### src/rtl/alu_pkg.sv
// Shared constants for the ALU sharing arbiter: widths, ALU function codes, FSM encoding.
package alu_pkg;

  localparam int unsigned DATA_W_DEF = 8;
  localparam int unsigned SEL_W_DEF  = 3;

  // ALU function codes; 1xx yields RESULT=0 / ZERO=1 inside the ALU.
  localparam logic [2:0] ALU_FWD = 3'b000;
  localparam logic [2:0] ALU_ADD = 3'b001;
  localparam logic [2:0] ALU_AND = 3'b010;
  localparam logic [2:0] ALU_OR  = 3'b011;

  // Sequencer state encoding.
  localparam logic [1:0] IDLE = 2'd0;
  localparam logic [1:0] EXEC = 2'd1;
  localparam logic [1:0] RESP = 2'd2;

endpackage

### src/rtl/rr_arb2.sv
// Two-way round-robin grant: a lone requester wins, on contention the port not served last wins.
module rr_arb2 (
  input  logic [1:0] req_i,
  input  logic       last_i,
  output logic [1:0] gnt_o
);

  // One-hot grant; last_i=1 means port 1 was served last, so port 0 has priority.
  always_comb begin
    gnt_o    = 2'b00;
    gnt_o[0] = req_i[0] & (~req_i[1] | last_i);
    gnt_o[1] = req_i[1] & (~req_i[0] | ~last_i);
  end

endmodule

### src/rtl/alu_share_arbiter.sv
// Sequencer sharing one external combinational ALU between two valid/ready requesters.
// Accept -> one settle cycle (EXEC) -> hold captured result until the owner takes it.
module alu_share_arbiter
  import alu_pkg::*;
#(
  parameter int unsigned DATA_W = DATA_W_DEF,
  parameter int unsigned SEL_W  = SEL_W_DEF
) (
  input  logic              CLK,
  input  logic              RESET_N,
  input  logic              REQ0_VALID,
  output logic              REQ0_READY,
  input  logic [DATA_W-1:0] REQ0_DATA1,
  input  logic [DATA_W-1:0] REQ0_DATA2,
  input  logic [SEL_W-1:0]  REQ0_SELECT,
  input  logic              REQ1_VALID,
  output logic              REQ1_READY,
  input  logic [DATA_W-1:0] REQ1_DATA1,
  input  logic [DATA_W-1:0] REQ1_DATA2,
  input  logic [SEL_W-1:0]  REQ1_SELECT,
  output logic              RSP0_VALID,
  input  logic              RSP0_READY,
  output logic              RSP1_VALID,
  input  logic              RSP1_READY,
  output logic [DATA_W-1:0] RSP_RESULT,
  output logic              RSP_ZERO,
  output logic [DATA_W-1:0] ALU_DATA1,
  output logic [DATA_W-1:0] ALU_DATA2,
  output logic [SEL_W-1:0]  ALU_SELECT,
  input  logic [DATA_W-1:0] ALU_RESULT,
  input  logic              ALU_ZERO,
  output logic              BUSY
);

  logic [1:0]        state_q, state_d;
  logic              owner_q, owner_d;
  logic              last_q, last_d;
  logic [DATA_W-1:0] alu_data1_q, alu_data1_d;
  logic [DATA_W-1:0] alu_data2_q, alu_data2_d;
  logic [SEL_W-1:0]  alu_select_q, alu_select_d;
  logic [DATA_W-1:0] rsp_result_q, rsp_result_d;
  logic              rsp_zero_q, rsp_zero_d;

  logic [1:0] gnt;
  logic       owner_rsp_ready;

  rr_arb2 u_rr_arb2 (
    .req_i  ({REQ1_VALID, REQ0_VALID}),
    .last_i (last_q),
    .gnt_o  (gnt)
  );

  assign owner_rsp_ready = owner_q ? RSP1_READY : RSP0_READY;

  // Next-state: accept in IDLE, capture ALU outputs after the settle cycle, release on response.
  always_comb begin
    state_d      = state_q;
    owner_d      = owner_q;
    last_d       = last_q;
    alu_data1_d  = alu_data1_q;
    alu_data2_d  = alu_data2_q;
    alu_select_d = alu_select_q;
    rsp_result_d = rsp_result_q;
    rsp_zero_d   = rsp_zero_q;
    case (state_q)
      IDLE: begin
        if (gnt[1]) begin
          alu_data1_d  = REQ1_DATA1;
          alu_data2_d  = REQ1_DATA2;
          alu_select_d = REQ1_SELECT;
          owner_d      = 1'b1;
          state_d      = EXEC;
        end else if (gnt[0]) begin
          alu_data1_d  = REQ0_DATA1;
          alu_data2_d  = REQ0_DATA2;
          alu_select_d = REQ0_SELECT;
          owner_d      = 1'b0;
          state_d      = EXEC;
        end
      end
      EXEC: begin
        // ALU inputs have been stable for a full cycle, so its outputs have settled.
        rsp_result_d = ALU_RESULT;
        rsp_zero_d   = ALU_ZERO;
        state_d      = RESP;
      end
      RESP: begin
        if (owner_rsp_ready) begin
          last_d  = owner_q;
          state_d = IDLE;
        end
      end
      default: state_d = IDLE;
    endcase
  end

  // State and datapath registers; pointer resets to 1 so port 0 wins the first contention.
  always_ff @(posedge CLK or negedge RESET_N) begin
    if (!RESET_N) begin
      state_q      <= IDLE;
      owner_q      <= 1'b0;
      last_q       <= 1'b1;
      alu_data1_q  <= '0;
      alu_data2_q  <= '0;
      alu_select_q <= '0;
      rsp_result_q <= '0;
      rsp_zero_q   <= 1'b0;
    end else begin
      state_q      <= state_d;
      owner_q      <= owner_d;
      last_q       <= last_d;
      alu_data1_q  <= alu_data1_d;
      alu_data2_q  <= alu_data2_d;
      alu_select_q <= alu_select_d;
      rsp_result_q <= rsp_result_d;
      rsp_zero_q   <= rsp_zero_d;
    end
  end

  // Handshake and status outputs.
  always_comb begin
    REQ0_READY = (state_q == IDLE) & gnt[0];
    REQ1_READY = (state_q == IDLE) & gnt[1];
    RSP0_VALID = (state_q == RESP) & ~owner_q;
    RSP1_VALID = (state_q == RESP) & owner_q;
    BUSY       = (state_q != IDLE);
  end

  assign ALU_DATA1  = alu_data1_q;
  assign ALU_DATA2  = alu_data2_q;
  assign ALU_SELECT = alu_select_q;
  assign RSP_RESULT = rsp_result_q;
  assign RSP_ZERO   = rsp_zero_q;

endmodule
### config.mk
export PLATFORM = sky130hd
export DESIGN_NAME = alu_share_arbiter
export DESIGN_NICKNAME = d
export VERILOG_FILES = /design/src/rtl/alu_pkg.sv /design/src/rtl/rr_arb2.sv /design/src/rtl/alu_share_arbiter.sv
export SDC_FILE = /design/constraint.sdc
export NUM_CORES = 1
export LEC_CHECK = 0
export ABC_AREA = 1
export BUFFER_PORTS_ARGS = -buffer_cell sky130_fd_sc_hd__clkbuf_2
export CAP_MARGIN = 30
export CORE_MARGIN = 3
export CORE_UTILIZATION = 40
export CTS_CLUSTER_DIAMETER = 100
export CTS_CLUSTER_SIZE = 12
export DETAILED_ROUTE_END_ITERATION = 8
export HOLD_SLACK_MARGIN = 0.15
export PLACE_DENSITY = 0.76
export SYNTH_ARGS = -nofsm -noshare
export SYNTH_HDL_FRONTEND = slang
export SYNTH_HIERARCHICAL = 1
export SYNTH_SLANG_ARGS = --single-unit
### constraint.sdc
create_clock -name CLK -period 1.4 [get_ports CLK]
set_input_delay 0.14 -clock CLK [delete_from_list [all_inputs] [get_ports CLK]]
set_output_delay 0.14 -clock CLK [all_outputs]
set_load 0.05 [all_outputs]
==> results.md <==
* Root Driver: sky130_fd_sc_hd__clkbuf_8
* Critical-path top delay cell: sky130_fd_sc_hd__dfstp_2
* Share of layout cells above drive strength 1 at around two fifths
* Count of inserted antenna diode cells at 0
* Post-synthesis net count at approximately 270
* Most common cell after layout, fill and taps aside: sky130_fd_sc_hd__nand2_1
* Mean Syn Cell Area at between 7 and 8 µm²
* Share of total power consumed by net switching at a little over half
* Worst Hold Path EP: ALU_SELECT[2]
* Final slew viol count at 0
* Path type of the worst min-delay path: in2reg
* Combinational fraction of design power at just over 60%
* Half-perimeter wire length after detailed placement at just over 3000 µm
* Die area at 4720 µm²
* WS Path Type: reg2reg
* Worst Setup Slack post-DPL at between 0.03 and 0.04 ns
* Pin count of the biggest net entering global routing at 21
* Mean number of vias per cell at approximately 4.5
* Worst endpoint data arrival time at 1.72 ns
* Number of maximum-capacitance constraint violations at 0
* Maximum clock frequency at approximately 640 MHz
* Synth Instances at ~210
* Number of endpoints failing setup at the final stage at 22
* Critical path required time at between 1.5 and 2 ns
* Clock transition at path regs at ~0.07 ns
* Type of element capturing the critical path: flip-flop
* Post-route ant nets at 0
* Worst-case reg-to-reg path depth at 8
* Total global routing overflow at 0
* Flop-to-flop setup slack at -0.15 ns
* Sink Count at 32
* Least-Margin Pin Slew at 0.482 ns
* Number of global-route vias before repair at between 1.5k and 2k
* Initial detailed-routing violation count at 100
* Total internal power at approximately 3 mW
* Startpoint kind of the worst setup timing path: flip-flop
* Sw power at roughly 3.4 mW
* Core Rows at 22
* Routed WL per cell at between 10 and 15 µm
* Placeable core region at roughly 3700 µm²
* Minimum period implied by the final worst setup slack at roughly 1.6 ns
* Cells on Worst Hold Path at 5
* Number of CTS-inserted buffers at 5
* Syn Std Cell Area at around 1600 µm²
* Post-route design area at between 2000 and 3000 µm²
* Crit share post-route at 111%
* Unrepaired setup endpoints after global routing: yes
* Number of synthesized register bits at 32
* Leak at roughly 1.5 nW
* Power density of the placed cells at around 2600 nW/µm²
* Share of the yosys chip area belonging to registers at between 50% and 60%
* Total Routing Usage GR at 19.3%
* Worst reg2reg startpoint: last_q
* Clock tree from TritonCTS: done
* Share of power burned in registers at 26.4%
* Hold path start: REQ0_SELECT[2]
* Critical-path cell list: inv_2 > a21oi_2 > buf_4 > buf_6 > o21ai_4 > clkbuf_16 > nand2_2 > nand2_1
* I/O pins at 86
* Failing checks: setup timing
* Clk network pwr share at between 10% and 20%
* Via count at approximately 1.7k
* Biggest fanout along the worst timing path at 5
* Tightest slew margin relative to the limit at 67.9%
* Crit Reg-Reg Endpoint: ALU_DATA1[4]
* Final TNS setup at -2.61 ns
* Worst Setup Slack, final at -0.152 ns
* Commonest non-fill, non-tap cells in the layout: 94 x sky130_fd_sc_hd__nand2_1, 80 x sky130_fd_sc_hd__clkbuf_2, 31 x sky130_fd_sc_hd__dfrtp_1, 24 x sky130_fd_sc_hd__inv_1, 12 x sky130_fd_sc_hd__dlygate4sd3_1
* First-pass iteration count of the detailed router at 4
* Initial antenna violation count at 0
* Layout area overhead at 59.7%
* Weighted congestion at the end of routability-driven global placement at 0.737
* Final #Nets at approximately 380
* Final Core Density at 67.5%
* Largest stage delay on the critical path at 0.58 ns
* Clock Latency Late Sink at 0.28 ns
* Family with the most delay on the worst path: flip-flops
* Drc violations at 0
* Die height at 68.7 µm
* Die Width at between 60 and 70 µm
* Post-Place Cells at 345
* Buffers on Ports at 85
* Htree depth at 2
* Placed Instance Area at around 2100 µm²
* Finished Layout Cells at between 300 and 400
* WL final at 4740 µm
* Skew final at roughly 0.0074 ns
* FILL cells at roughly 330
* Post-synthesis cell type count at 15
* Buffering stage count on the worst path with inverters included at 4
* Global-route wire length before repair at 6600 µm
* Synthesis warning total at 6
* Outcome: finished with violations
* Starting density of the core at between 40 and 50%
* Buffer depth of the longest clock path at 2
* Worst VDD drop at 1210 µV
* Final hold violation count at 0
-- worst min-delay path: stages --
cell and delay [ns]:
sky130_fd_sc_hd__clkbuf_2 0.08, sky130_fd_sc_hd__inv_1 0.04, sky130_fd_sc_hd__o21ai_1 0.05, sky130_fd_sc_hd__nand2_1 0.05, sky130_fd_sc_hd__nand2_1 0.04
-- worst max path at each step --
stage	from	to	slack [ns]	depth (start not counted)
5_1_grt	last_q	ALU_DATA1[3]	-0.21	8
6_report	last_q	ALU_DATA1[4]	-0.15	8
4_1_cts	last_q	REQ0_READY	-0.12	5
3_5_place_dp	last_q	ALU_DATA1[4]	0.04	4
2_1_floorplan	state_q[1]	owner_q	-0.03	4
3_3_place_gp	last_q	ALU_DATA1[1]	0.09	7
-- registers in the layout (all words and copies together), names as in the netlist --
| register | cells |
|---|---|
| RSP_ZERO | 1 |
| ALU_DATA2 | 8 |
| RSP_RESULT | 8 |
| ALU_SELECT | 3 |
| state_q | 2 |
| last_q | 1 |
| ALU_DATA1 | 8 |
| owner_q | 1 |
-- power by group through the flow --
stage | logic (mW) | registers [mW] | clock network [mW]
after global placement | 3.36 | 1.65 | 0
final | 3.96 | 1.69 | 0.766
after floorplan | 1.25 | 2.96 | 0
after global routing | 4.23 | 1.74 | 0.824
after CTS | 3.51 | 1.65 | 0.782
after detailed placement | 3.43 | 1.65 | 0
-- cell usage after synthesis --
master                     number  area [µm²]
sky130_fd_sc_hd__dfstp_2        1        26.3
sky130_fd_sc_hd__nand3_1        9        45.0
sky130_fd_sc_hd__buf_4          3        22.5
sky130_fd_sc_hd__clkbuf_2       1        5.00
sky130_fd_sc_hd__dfrtp_1       31         776
sky130_fd_sc_hd__a21oi_2        1        8.76
sky130_fd_sc_hd__o21ai_4        1        16.3
sky130_fd_sc_hd__nand2_1      105         394
sky130_fd_sc_hd__a21boi_2       1        11.3
sky130_fd_sc_hd__o21ai_1       10        50.1
sky130_fd_sc_hd__inv_1         27         101
sky130_fd_sc_hd__buf_2          3        15.0
sky130_fd_sc_hd__buf_6          2        22.5
sky130_fd_sc_hd__o21ai_0       11        55.1
sky130_fd_sc_hd__nor2_1         6        22.5
-- routing by layer --
layer | vias up | wire length, µm | share of wire (%) | GRT usage (%)
li1 | 861 | - | - | -
met1 | 764 | 1920 | 41 | 22.9
met2 | 66 | 2450 | 52 | 32.9
met3 | 8 | 296 | 6.2 | 5.35
met4 | 0 | 70 | 1.5 | 7.20
met5 | - | 0 | 0 | 0
-- through the flow --
stage | hold slack (ns) | total power, mW
CTS | 0.157 | 5.94
floorplan | -0.156 | 4.21
global placement | 0.123 | 5.01
global route | 0.171 | 6.79
detailed placement | 0.119 | 5.08
finish | 0.157 | 6.42
-- cell families after synthesis --
family                 count (synthesis)  synth area share, %
buffers and inverters                 36                 10.6
DFF                                   32                 51.0
AOI/OAI and AO/OA                     24                 9.00
and+or+nand+nor                      120                 29.4
-- final cells by class --
class | count | area, µm² | area share (%)
repair buffers | 115 | 781 | 31.1
flip-flops and latches | 32 | 802 | 32.0
inverters | 27 | 101 | 4.04
multi-input cells | 144 | 666 | 26.5
well taps | 48 | 60.1 | 2.39
clock buffers | 8 | 100 | 3.99
-- what timing repair did --
action / 4_1_cts / 5_1_grt
gates resized for setup: 7 / 30
endpoints found under the setup margin: 2 / 24
endpoints found under the hold margin: 29 / 0
buffers inserted: 2 / 4
cloned: 0 / 3
hold buffers: 12 / 0
pin swaps: 15 / 8
Power figures use the tool's default switching activity.
